==> config.mk <==
export PLATFORM = sky130hd
export DESIGN_NAME = datamover_rep_sched
export DESIGN_NICKNAME = d
export VERILOG_FILES = /design/src/rtl/datamover_rep_sched.sv
export SDC_FILE = /design/constraint.sdc
export NUM_CORES = 1
export LEC_CHECK = 0
export CAP_MARGIN = 20
export CORE_MARGIN = 2
export CORE_UTILIZATION = 40
export DETAILED_ROUTE_END_ITERATION = 8
export PLACE_DENSITY = 0.67
export SYNTH_ARGS = -nofsm -noshare
export SYNTH_HDL_FRONTEND = slang
export SYNTH_SLANG_ARGS = --single-unit
==> constraint.sdc <==
create_clock -name clk_i -period 4.4 [get_ports clk_i]
set_clock_uncertainty 0.05 [all_clocks]
set_input_delay 0.44 -clock clk_i [delete_from_list [all_inputs] [get_ports clk_i]]
set_output_delay 0.44 -clock clk_i [all_outputs]
set_load 0.02 [all_outputs]
==> src/rtl/datamover_rep_sched.sv <==
// datamover_rep_sched
// -----------------------------------------------------------------------------
// Job scheduler for the datamover HWPE. On a start pulse it launches every
// enabled channel, waits until all of them have drained, and repeats the whole
// copy n_rep times. Between repetitions every channel address advances by the
// per-repetition stride, wrapping modulo 2^AW. A per-repetition cycle timeout
// aborts a hung job.
//
// Ports
//   clk_i, rst_ni          clock, asynchronous active-low reset
//   clear_i                synchronous clear, same effect as reset
//   start_i                one-cycle start pulse (ignored unless idle)
//   ch_mask_i, n_rep_i     channel enables / repetition count, sampled at start
//   src_base_i, dst_base_i per-channel base addresses, sampled in LOAD
//   src/dst_rep_stride_i   address increment per repetition
//   timeout_i              max WORKING cycles per repetition (0 = disabled)
//   sink_done_i            per-channel sink done (pulse or level)
//   fifo_empty_i           per-channel TCDM FIFO empty
//   src/dst_valid_o        per-channel start strobes
//   src/dst_addr_o         current per-channel base addresses
//   busy_o                 high whenever not idle
//   done_o, timeout_o      completion pulse; timeout_o marks an abort
//   rep_cnt_o              repetitions completed in the current job
//
// Handshake: src_valid_o/dst_valid_o are single-cycle launch strobes with no
// ready; a channel is considered finished once sink_done_i and fifo_empty_i
// are both high in the same WORKING cycle. Every output is decoded from
// registers only, so there is no combinational input-to-output path.
// -----------------------------------------------------------------------------
module datamover_rep_sched #(
  parameter int unsigned N_CH  = 2,
  parameter int unsigned AW    = 32,
  parameter int unsigned CNT_W = 16,
  parameter int unsigned TO_W  = 20
) (
  input  logic                      clk_i,
  input  logic                      rst_ni,
  input  logic                      clear_i,
  input  logic                      start_i,
  input  logic [N_CH-1:0]           ch_mask_i,
  input  logic [CNT_W-1:0]          n_rep_i,
  input  logic [N_CH-1:0][AW-1:0]   src_base_i,
  input  logic [N_CH-1:0][AW-1:0]   dst_base_i,
  input  logic [AW-1:0]             src_rep_stride_i,
  input  logic [AW-1:0]             dst_rep_stride_i,
  input  logic [TO_W-1:0]           timeout_i,
  input  logic [N_CH-1:0]           sink_done_i,
  input  logic [N_CH-1:0]           fifo_empty_i,
  output logic [N_CH-1:0]           src_valid_o,
  output logic [N_CH-1:0]           dst_valid_o,
  output logic [N_CH-1:0][AW-1:0]   src_addr_o,
  output logic [N_CH-1:0][AW-1:0]   dst_addr_o,
  output logic                      busy_o,
  output logic                      done_o,
  output logic                      timeout_o,
  output logic [CNT_W-1:0]          rep_cnt_o
);

  typedef enum logic [2:0] {
    IDLE, LOAD, STARTING, WORKING, NEXT, FINISHED, ABORT
  } state_e;

  state_e                   state_q,    state_d;
  logic [N_CH-1:0]          mask_q,     mask_d;
  logic [N_CH-1:0]          done_q,     done_d;
  logic [CNT_W-1:0]         rep_left_q, rep_left_d;
  logic [CNT_W-1:0]         rep_cnt_q,  rep_cnt_d;
  logic [TO_W-1:0]          to_cnt_q,   to_cnt_d;
  logic [N_CH-1:0][AW-1:0]  src_addr_q, src_addr_d;
  logic [N_CH-1:0][AW-1:0]  dst_addr_q, dst_addr_d;

  always_comb begin
    state_d    = state_q;
    mask_d     = mask_q;
    done_d     = done_q;
    rep_left_d = rep_left_q;
    rep_cnt_d  = rep_cnt_q;
    to_cnt_d   = to_cnt_q;
    src_addr_d = src_addr_q;
    dst_addr_d = dst_addr_q;

    case (state_q)
      IDLE: begin
        if (start_i) begin
          mask_d     = ch_mask_i;
          rep_left_d = (n_rep_i == '0) ? CNT_W'(1) : n_rep_i;
          // An empty mask has nothing to launch: report completion at once.
          state_d    = (ch_mask_i == '0) ? FINISHED : LOAD;
        end
      end
      LOAD: begin
        src_addr_d = src_base_i;
        dst_addr_d = dst_base_i;
        rep_cnt_d  = '0;
        state_d    = STARTING;
      end
      STARTING: begin
        done_d   = '0;
        to_cnt_d = '0;
        state_d  = WORKING;
      end
      WORKING: begin
        // Folding this cycle's completions in lets a channel finishing now
        // end the repetition without an extra cycle.
        done_d   = done_q | (sink_done_i & fifo_empty_i & mask_q);
        to_cnt_d = to_cnt_q + TO_W'(1);
        if (&(done_d | ~mask_q)) begin
          rep_cnt_d = rep_cnt_q + CNT_W'(1);
          state_d   = (rep_left_q == CNT_W'(1)) ? FINISHED : NEXT;
        end else if ((timeout_i != '0) && (to_cnt_d >= timeout_i)) begin
          state_d = ABORT;
        end
      end
      NEXT: begin
        for (int i = 0; i < int'(N_CH); i++) begin
          src_addr_d[i] = src_addr_q[i] + src_rep_stride_i;
          dst_addr_d[i] = dst_addr_q[i] + dst_rep_stride_i;
        end
        rep_left_d = rep_left_q - CNT_W'(1);
        state_d    = STARTING;
      end
      FINISHED: state_d = IDLE;
      ABORT:    state_d = IDLE;
      default:  state_d = IDLE;
    endcase
  end

  always_ff @(posedge clk_i or negedge rst_ni) begin
    if (!rst_ni) begin
      state_q    <= IDLE;
      mask_q     <= '0;
      done_q     <= '0;
      rep_left_q <= '0;
      rep_cnt_q  <= '0;
      to_cnt_q   <= '0;
      src_addr_q <= '0;
      dst_addr_q <= '0;
    end else if (clear_i) begin
      state_q    <= IDLE;
      mask_q     <= '0;
      done_q     <= '0;
      rep_left_q <= '0;
      rep_cnt_q  <= '0;
      to_cnt_q   <= '0;
      src_addr_q <= '0;
      dst_addr_q <= '0;
    end else begin
      state_q    <= state_d;
      mask_q     <= mask_d;
      done_q     <= done_d;
      rep_left_q <= rep_left_d;
      rep_cnt_q  <= rep_cnt_d;
      to_cnt_q   <= to_cnt_d;
      src_addr_q <= src_addr_d;
      dst_addr_q <= dst_addr_d;
    end
  end

  assign src_valid_o = (state_q == STARTING) ? mask_q : '0;
  assign dst_valid_o = (state_q == STARTING) ? mask_q : '0;
  assign src_addr_o  = src_addr_q;
  assign dst_addr_o  = dst_addr_q;
  assign busy_o      = (state_q != IDLE);
  assign done_o      = (state_q == FINISHED) || (state_q == ABORT);
  assign timeout_o   = (state_q == ABORT);
  assign rep_cnt_o   = rep_cnt_q;

endmodule

=== Word level (Yosys, flattened, before mapping) ===
Index checks and enable logic that the tools add are counted.

* Flip-flop bits (word level): 187
* Input port bits: 238
* Output and inout bits: 151
* Word-level logic and storage cells: 78

* Add/subtract/negate cells: 7
* Order comparisons: 1
* Equal/unequal tests: 10
* Mux-type cells: 26
* Bitwise operators: 5
* Reduce and logical (&&, ||, !) cells: 19

{| class="wikitable"
|+ Operator list
! operator !! count
|-
| case mux 64 bit (2 select lines) || 2
|-
| adder 32 bit || 4
|-
| two-way mux 64 bit || 2
|-
| two-way mux 16 bit || 5
|-
| case mux 16 bit (2 select lines) || 2
|-
| case mux 20 bit (2 select lines) || 1
|-
| adder 20 x 1 -> 20 bit, second input constant || 1
|-
| greater-or-equal comparator 20 bit || 1
|-
| two-way mux 20 bit || 1
|-
| nonzero test 20 bit || 1
|-
| adder 16 x 1 -> 16 bit, second input constant || 1
|-
| == test 16 x 1 -> 1 bit, second input constant || 1
|-
| logical NOT 16 bit || 1
|-
| subtractor 16 x 1 -> 16 bit, second input constant || 1
|-
| two-way mux 3 bit || 5
|-
| nonzero test 3 bit || 5
|-
| case mux 3 bit (4 select lines) || 1
|-
| two-way mux 2 bit || 5
|-
| AND reduction 2 bit || 5
|-
| == test 3 bit, second input constant || 3
|-
| == test 3 x 2 -> 1 bit, second input constant || 2
|-
| inequality test 3 bit, second input constant || 2
|-
| bitwise AND 2 bit || 2
|-
| inequality test 4 bit, second input constant || 1
|-
| other kinds (11) || 13
|}

=== Longest topological paths before layout ===
* Depth after elaboration: 8
* Depth in mapped cells: 19

=== Worst setup path before layout ===
No wires, ideal clock.

* Path type: reg2reg
* From: register to_cnt_q[0]
* To: register state_q[2]
* Library setup time: 0.120 ns
* Arrival: 3.165 ns
* Required time: 4.230 ns
* Slack: 1.065 ns
* Cell stages (with the launch flop): 19
* Cells stage by stage: dfrtp_1 ha_1 and3_1 nand3_1 nor2_1 and3_2 and3_1 and3_2 nand3_1 xnor2_1 ha_1 nand4_1 nor2_1 a21oi_1 and3_1 o21ai_0 a31oi_1 a21oi_1 and3_1

* Cells in the longest elaborated chain, start to end: 5

{| class="wikitable"
|+ Ends and longest elaborated chain
! element !! line !! RTL
|-
| start, declared || 68 || <nowiki>logic [TO_W-1:0] to_cnt_q, to_cnt_d;</nowiki>
|-
| start signal, assigned || 153 || <nowiki>to_cnt_q <= to_cnt_d;</nowiki>
|-
| adder 20 x 1 -> 20 bit || 106 || <nowiki>to_cnt_d = to_cnt_q + TO_W'(1);</nowiki>
|-
| greater-or-equal comparator 20 bit || 110 || <nowiki>end else if ((timeout_i != '0) && (to_cnt_d >= timeout_i)) begin</nowiki>
|-
| logical AND 1 bit || 110 ||
|-
| inequality test 4 bit (no source line) || -- ||
|-
| AND reduction 2 bit (no source line) || -- ||
|-
| end signal, assigned || 148 || <nowiki>state_q <= state_d;</nowiki>
|-
| end, declared || 63 || <nowiki>state_e state_q, state_d;</nowiki>
|}

Every way passes these cells.
A chain may end at the register's enable or synchronous reset.

=== Worst setup path after layout ===
Same ends and word-level chain as after synthesis.

==> reports/metrics.yaml <==
floorplanning:
  coreArea_mm2: 0.03874
  pin_count: 389
  die-area_mm2: 0.04101
  start_util_pct: 40.69
  std_cell_rows: 72
  die_w_um: 202.5
  die_h_um: 202.5
clocking:
  ctsRootBufferMaster: "clkbuf_16"
  htreeDepth: 4
  cts_made_buffers: 17
  post_cts_buffers: 0
  cts_hold_repair.buffers: 0
  cts_tree: "done"
  clockBufferDepth: 2
  clk_pin_slew_worst_paths_ps: 70
  cts-resized-gates: 0
  cts_sinks: 187
  insertion_delay_ps: 460
job:
  maxCapViolCount: 0
yosys:
  synth_top_area_share_pct: 29.68
  syn-cell-area_mm2: 0.01576
  synth_most_common_cell: "o21ai_0"
  synth_common_cells: "o21ai_0, a21oi_1, dfrtp_1"
  syn_nets: 2324
  syn_inst: 1934
  yosysSeqAreaShare_pct: 29.68
  avgSynthCellArea_um2: 8.151
  ys_warn_count: 0
  async_flop_share_pct: 100.0
  yosysTopAreaCell: "dfrtp_1"
  synth_flop_cell: "dfrtp_1"
  ys_types: 76
  synth_area_leaders: "dfrtp_1, ha_1, o21ai_0, a21oi_1, nand2_1"
  synth_edf_count: 0
  ys_ff_latch: 187
routing:
  vias: 16340
  drcViolationCount: 0
  routedWlPerCell_um: 20.76
  drtIter0Drc: 1197
  via_per_inst: 5.837
  wirelength_mm: 58.11
  dr.pass1.iters: 5
  ant_nets: 0
global_routing:
  grt_max_degree: 102
  grt_overflow: 0
  antenna_found_initial: 10
  grt.total_usage_pct: 27.94
  grt_pass1_vias: 15840
  grt_pass1_wl_mm: 90.07
timing:
  hold_violations: 0
  final.min_clock_period_ps: 3772
  worst_pin_slew_ps: 946.1
  slew_violations: 0
  setup_tns_ps: 0
  post-route-period-util_pct: 85.73
  slew_headroom_pct: 36.93
  setup_viol: 0
  rsz0062_at_grt: "no"
  fin_hold_ws_ps: 56.18
  timing.fmax_ghz: 0.2651
  fin_ws_ps: 627.8
placement:
  gp_congestion: 0.9838
  io_buffer_count: 388
  dp_hpwl_mm: 45.59
  pre_cts_slack_ps: 649.0
  numPlacedInstances: 2757
worst_setup_path:
  worstSetupEndpointType: "flop"
  crit_type: "reg2reg"
  start_kind: "flop"
  worst_ep_arrival_time_ps: 4120
  required_ps: 4750
  cp_max_fo: 6
  ff2ff_setup_slack_ps: 630
layout:
  layout.nets: 2648
  drive_gt1_share_pct: 3.611
  post-route-util_pct: 53.44
  layout.cells.non_filler: 2799
  syn2layout_area_growth_pct: 31.32
power:
  p_per_area_mw_per_mm2: 331.8
  switching_share_pct: 41.32
  seqPwrFrac_pct: 31.1
  ir_drop_mv: 0.3020
  clock_power_share_pct: 22.4
  p_comb_share_pct: 46.5
  p_leak_nw: 9.122
  p_int_mw: 4.031
  p_switching_mw: 2.838
worst_hold_path:
  hp-class: "in2async"
outcome:
  status: "completed"
## registers in the layout, indices dropped and copies added (netlist names)
| signal | cells |
|---|---|
| done_q | 2 |
| dst_addr_o | 64 |
| mask_q | 2 |
| rep_cnt_o | 16 |
| rep_left_q | 16 |
| src_addr_o | 64 |
| state_q | 3 |
| to_cnt_q | 20 |
## cell families (layout without fill, tap and decap cells)
| logic type | Yosys count | count (layout) | share of synthesized area (%) |
|---|---|---|---|
| compound gates | 746 | 746 | 29.72 |
| simple gates | 540 | 540 | 16.06 |
| flops | 187 | 187 | 29.68 |
| buf+inv | 160 | 497 | 3.913 |
| fa+ha+maj | 152 | 152 | 12.25 |
| xor+xnor | 139 | 139 | 7.723 |
| mux | 10 | 10 | 0.6429 |
| other cells | 0 | 10 | 0 |
## metal layers
layer,up-vias,wire (um),global-route usage (%)
met1,7838,26270,38.45
met3,80,3864,4.864
met4,2,1450,9.307
met5,-,13,0
li1,7802,-,-
met2,617,26520,44.45
## power by group through the flow
stage / clock [mW] / sequential, mW / combinational (mW)
2_1_floorplan: 0 / 2.30 / 1.78
3_3_place_gp: 0 / 2.16 / 3.14
3_5_place_dp: 0 / 2.17 / 3.15
4_1_cts: 1.57 / 2.13 / 3.17
5_1_grt: 1.63 / 2.16 / 3.48
6_report: 1.54 / 2.14 / 3.19
## layout make-up
cell class | instances | area, um2
clock inverters | 14 | 113.9
inverters | 58 | 217.7
diodes | 10 | 25.02
clock buffers | 18 | 439.2
flip-flops and latches | 187 | 4679
multi-input cells | 1587 | 10510
well taps | 518 | 648.1
repair buffers | 407 | 4068
fillers | 3735 | 18040
## critical path, cell delays in order, from the launching register on
cell     delay (ps)
dfrtp_1         430
ha_1            200
and3_1          200
nand3_1         200
nor2_1          290
and3_2          270
and3_1          230
and3_2          250
nand3_1         110
xnor2_1         160
ha_1            290
nand4_1         100
nor2_1          160
a21oi_1          80
and3_1          170
o21ai_0          70
a31oi_1          60
a21oi_1         210
and3_1          190
## cell usage in the layout, fill, tap and decap left out, types with 14 or more instances in the layout
cell / synthesis / layout
nand3_1: 40 / 40
a22oi_1: 78 / 78
clkdlybuf4s50_1: 0 / 387
nor2_1: 136 / 133
nand2_1: 181 / 179
xnor2_1: 67 / 67
dfrtp_1: 187 / 187
nor3_1: 29 / 27
a21oi_1: 187 / 187
a31oi_1: 14 / 14
o21a_1: 15 / 15
nor2b_1: 22 / 22
buf_4: 2 / 16
inv_1: 58 / 58
nand4_1: 35 / 35
clkbuf_16: 0 / 17
and3_1: 38 / 38
o21bai_1: 19 / 19
xor2_1: 72 / 72
a21o_1: 72 / 72
nor4_1: 15 / 15
ha_1: 148 / 148
o31ai_1: 24 / 24
o21ai_0: 233 / 233
## final timing paths
| kind | startpoint | to | cells past startpoint |
|---|---|---|---|
| max in group asynchronous | rst_ni | dst_addr_o[56] | 2 |
| min | rst_ni | src_addr_o[14] | 1 |
| min in group clk_i | done_q[1] | done_q[1] | 2 |
| max | to_cnt_q[0] | state_q[2] | 18 |
| max reg2reg | to_cnt_q[0] | state_q[2] | 18 |
| min reg2reg | done_q[1] | done_q[1] | 2 |
## metrics by stage
stage,power [mW],cell area [um2]
after floorplan,4.072,15760
after global placement,5.297,20120
after detailed placement,5.320,20120
after CTS,6.873,20680
after global routing,7.276,20690
final,6.869,20700
Note: power is estimated with default switching activity, not from simulation.
